--- src/rtl/ram_arbiter.sv ---
// ram_arbiter: round-robin arbiter sharing one data RAM between two masters
module ram_arbiter #(
    parameter logic [31:0] ADDR_LIMIT = 32'h0000_4000
) (
    input  logic        clk,
    input  logic        rst,
    input  logic        m0_req,
    input  logic        m0_wena,
    input  logic [1:0]  m0_width,
    input  logic [31:0] m0_addr,
    input  logic [31:0] m0_wdata,
    output logic        m0_gnt,
    output logic        m0_rvalid,
    output logic [31:0] m0_rdata,
    output logic        m0_err,
    input  logic        m1_req,
    input  logic        m1_wena,
    input  logic [1:0]  m1_width,
    input  logic [31:0] m1_addr,
    input  logic [31:0] m1_wdata,
    output logic        m1_gnt,
    output logic        m1_rvalid,
    output logic [31:0] m1_rdata,
    output logic        m1_err,
    output logic        ram_wena,
    output logic [1:0]  ram_width,
    output logic [31:0] ram_addr,
    output logic [31:0] ram_data_in,
    input  logic [31:0] ram_data_out
);
    logic        last;
    logic        sel;
    logic        any;
    logic        wena;
    logic [1:0]  width;
    logic [31:0] addr;
    logic [31:0] wdata;
    logic        bad;
    logic [31:0] rdata_next;

    // Under contention the master that was not granted last time wins.
    assign m0_gnt = m0_req & (~m1_req | last);
    assign m1_gnt = m1_req & (~m0_req | ~last);

    // Mux the granted master onto the RAM and classify the access.
    always_comb begin
        sel         = m1_gnt;
        any         = m0_gnt | m1_gnt;
        wena        = sel ? m1_wena : m0_wena;
        width       = sel ? m1_width : m0_width;
        addr        = sel ? m1_addr : m0_addr;
        wdata       = sel ? m1_wdata : m0_wdata;
        bad         = (width == 2'd3) | ((width == 2'd0) & (addr[1:0] != 2'd0)) |
                      ((width == 2'd1) & addr[0]) | (addr >= ADDR_LIMIT);
        ram_wena    = any & wena & ~bad & ~rst;
        ram_width   = any ? width : 2'd0;
        ram_addr    = any ? addr : 32'd0;
        ram_data_in = any ? wdata : 32'd0;
        rdata_next  = (wena | bad) ? 32'd0 : ram_data_out;
    end

    // Arbitration history and per-master registered responses.
    always_ff @(posedge clk or posedge rst) begin
        if (rst) begin
            last      <= 1'b1;
            m0_rvalid <= 1'b0;
            m0_err    <= 1'b0;
            m0_rdata  <= 32'd0;
            m1_rvalid <= 1'b0;
            m1_err    <= 1'b0;
            m1_rdata  <= 32'd0;
        end else begin
            m0_rvalid <= m0_gnt;
            m1_rvalid <= m1_gnt;
            if (any) last <= sel;
            if (m0_gnt) begin
                m0_err   <= bad;
                m0_rdata <= rdata_next;
            end
            if (m1_gnt) begin
                m1_err   <= bad;
                m1_rdata <= rdata_next;
            end
        end
    end
endmodule

--- config.mk ---
export PLATFORM = sky130hd
export DESIGN_NAME = ram_arbiter
export DESIGN_NICKNAME = d
export VERILOG_FILES = /design/src/rtl/ram_arbiter.sv
export SDC_FILE = /design/constraint.sdc
export NUM_CORES = 1
export LEC_CHECK = 0
export CAP_MARGIN = 30
export CORE_MARGIN = 5
export CORE_UTILIZATION = 29
export CTS_BUF_LIST = sky130_fd_sc_hd__clkbuf_8
export CTS_CLUSTER_SIZE = 12
export DETAILED_ROUTE_END_ITERATION = 10
export GPL_TIMING_DRIVEN = 0
export PLACE_DENSITY_LB_ADDON = 0.12
export RECOVER_POWER = 100
export SLEW_MARGIN = 10
export SYNTH_ARGS = -nofsm -noshare
export SYNTH_HDL_FRONTEND = slang
export SYNTH_SLANG_ARGS = --single-unit
--- constraint.sdc ---
create_clock -name clk -period 2.07 [get_ports clk]
set_input_delay 0.3105 -clock clk [delete_from_list [all_inputs] [get_ports clk]]
set_output_delay 0.3105 -clock clk [all_outputs]
set_load 0.01 [all_outputs]
==> flow_metrics.env, run 1 <==
export IMPL_yosysTopAreaCell="dfrtp_1"
export IMPL_cts_root_buf="clkbuf_8"
export IMPL_tightest_slew_ps=864
export IMPL_p_per_area_mw_per_mm2=501
export IMPL_final_seq_area_mm2=0.00173
export IMPL_cts_max_path_buffers=2
export IMPL_wl_per_cell_um=22.1
export IMPL_synth_area_mm2=0.00340
export IMPL_design_area_mm2=0.00730
export IMPL_synth_seq_cells=69
export IMPL_post_place_cells=777
export IMPL_max_freq_ghz=0.454
export IMPL_relSlewSlack_pct=42.1
export IMPL_globalplace_congestion=0.957
export IMPL_grt_pass1_vias=4367
export IMPL_yosysWarnings=0
export IMPL_rows=39
export IMPL_numPortBuffers=305
export IMPL_hold_class="primary input to flop"
export IMPL_synth_edf_count=0
export IMPL_drc=0
export IMPL_slew_viol_final=0
export IMPL_viasPerCell=5.14
export IMPL_fin_crit_sh_pct=106
export IMPL_nNetsFinal=843
export IMPL_start_util_pct=29.7
export IMPL_ant_nets=0
export IMPL_worst_setup_path_end_kind="output port"
export IMPL_cts_tree="done"
export IMPL_die_area_mm2=0.0140
export IMPL_ys_flop_type="dfrtp_1"
export IMPL_skew_ps=4.20
export IMPL_critPathLaunchType="flop"
export IMPL_violations="negative setup slack"
export IMPL_grt_max_degree=52
export IMPL_antenna_found_initial=0
export IMPL_maxCapViolCount=0
export IMPL_track_usage_pct=24.8
export IMPL_drive_gt1_share_pct=24.0
export IMPL_dp_hpwl_um=14000
export IMPL_gr_total_overflow=0
export IMPL_drt_initial_drc_count=306
export IMPL_cp_arrival_ps=1890
export IMPL_synthTopCellsByCount="98 x a22o_1, 68 x dfrtp_1, 65 x nand2_1"
export IMPL_avgSynthCellArea_um2=10.4
export IMPL_cp_max_fo=4
export IMPL_irDropWorstVdd_v=0.000373
export IMPL_setup_viol=41
export IMPL_ys_top_cells_by_area="dfrtp_1 50%, a22o_1 25%, nand2_1 7.2%, nand3_1 4.7%, clkbuf_1 1.7%"
export IMPL_cts_sinks=69
export IMPL_period_needed_ps=2200
export IMPL_timing_final_hold_violations=0
export IMPL_setup_tns_ps=-1090
export IMPL_die_height_um=118
export IMPL_yosys_area_top_type_share_pct=50.0
export IMPL_drt_pass1_iterations=4
export IMPL_async_flop_share_pct=100
export IMPL_postPlaceCellArea_mm2=0.00667
export IMPL_stdcell_count=821
export IMPL_outcome="complete, but fails checks"
export IMPL_core_mm2=0.0115
export IMPL_grt_pass1_wl_um=27400
export IMPL_synth_most_common_cell="a22o_1"
export IMPL_multiInputGateArea_mm2=0.00166
export IMPL_setup_ws_ps=-134
export IMPL_fin_hold_ws_ps=228
export IMPL_rsz0062_at_grt="yes"
export IMPL_cts_htree_levels=3
export IMPL_area_growth_pct=114
export IMPL_syn_num_nets=498
export IMPL_diodes=0
export IMPL_vias=4220
export IMPL_wirelength_um=18200
export IMPL_synth_cell_types=29
export IMPL_die_w_um=118
export IMPL_clkTransAtPathRegs_ps=70
export IMPL_fillers=963
export IMPL_ys_seq_area_share_pct=50.8
export IMPL_insertion_delay_ps=330
export IMPL_netlist_instances=328
export IMPL_p_leak_nw=3.67
export IMPL_io_pins=307
export IMPL_numCtsBuffers=9
export IMPL_crit_type="flop to output port"
export IMPL_critPathRequiredTime_ps=1760
==> metrics by stage <==
step	worst slack (ps)	util (%)	total power, mW
after floorplan	21.3	-	1.72
after CTS	-151	62.3	3.63
final	-134	63.6	3.65
after detailed placement	-1070	58.1	2.44
after global routing	-206	63.6	3.81
after global placement	-1100	57.9	2.43
==> repair_timing <==
item	4_1_cts	5_1_grt
hold endpoints to repair	0	0
hold buffers	0	0
buffers inserted	19	5
gates cloned	2	4
pin swaps	49	20
endpoints found under the setup margin	99	126
resized for setup	393	26
==> flip-flops by register name, indices dropped and copies added (netlist names) <==
name       flops
m1_err         1
m0_rdata      32
m0_rvalid      1
m0_err         1
last           1
m1_rdata      32
m1_rvalid      1
==> cells in the final DEF (no fill, tap or decap), drive strengths merged <==
cell,instances
dfrtp,68
nor4,8
or3b,2
dlygate4sd2,27
a21bo,1
a211oi,1
nand4,4
mux2,1
dlymetal6s2s,5
nand2,65
bufinv,1
nor2,4
a2111oi,2
clkdlybuf4s50,136
clkinvlp,2
dlygate4sd3,70
nor3,1
nand3,32
clkinv,2
o22a,1
mux2i,2
clkbuf,33
buf,105
o21ai,1
dfstp,1
a22o,98
inv,3
a22oi,1
nand2b,1
==> worst max-delay path: stages (launching register included) <==
cell and delay (ps):
dfstp_2 560, a21bo_4 180, buf_4 130, mux2_4 300, a2111oi_4 200, buf_4 200
==> routing by layer <==
metal  global-route usage [%]  share of wire, %  vias up
li1                         -                 -     1933
met1                     30.7                40     2054
met2                     42.8                51      212
met3                     6.83               6.9       21
met4                     6.38               1.9        0
met5                        0                 0        -
==> layout make-up <==
type,instances,share of cell area (%)
repair buffers,336,43.1
flip-flops and latches,69,23.7
multi-input cells,225,22.7
plain buffers,28,4.60
well taps,143,2.45
clock buffers,12,2.26
clock inverters,4,0.635
inverters,4,0.497
==> where the power goes <==
part / switching [mW] / internal, mW
clock: 0.490 / 0.649
sequential: 0.00365 / 1.36
combinational: 0.505 / 0.650
total: 0.999 / 2.66
==> kinds of logic after synthesis <==
kind of cell | synth area share, %
multiplexers | 0.919
flip-flops | 50.8
buffers and inverters | 4.78
AND/OR/NAND/NOR | 16.1
AO/OA/AOI/OAI | 27.4
==> worst paths after layout <==
check	cells after the start	to	slack (ps)	from
hold reg to reg	1	m0_rdata[29]	500	m0_rdata[29]
setup reg to reg	9	m0_rdata[6]	0	last
hold / removal	2	last	230	m0_req
max in group asynchronous	3	m1_rdata[29]	240	rst
min in group asynchronous	2	m0_rdata[2]	630	rst
setup / recovery	5	ram_wena	-130	last
Power figures use the tool's default switching activity.
==> run 2, diff against run 1 <==
HOLD_SLACK_MARGIN = 0.02   (was not set)
==> results of run 2 <==
Same layout as run 1: the final DEF is identical, and so are final timing and power.
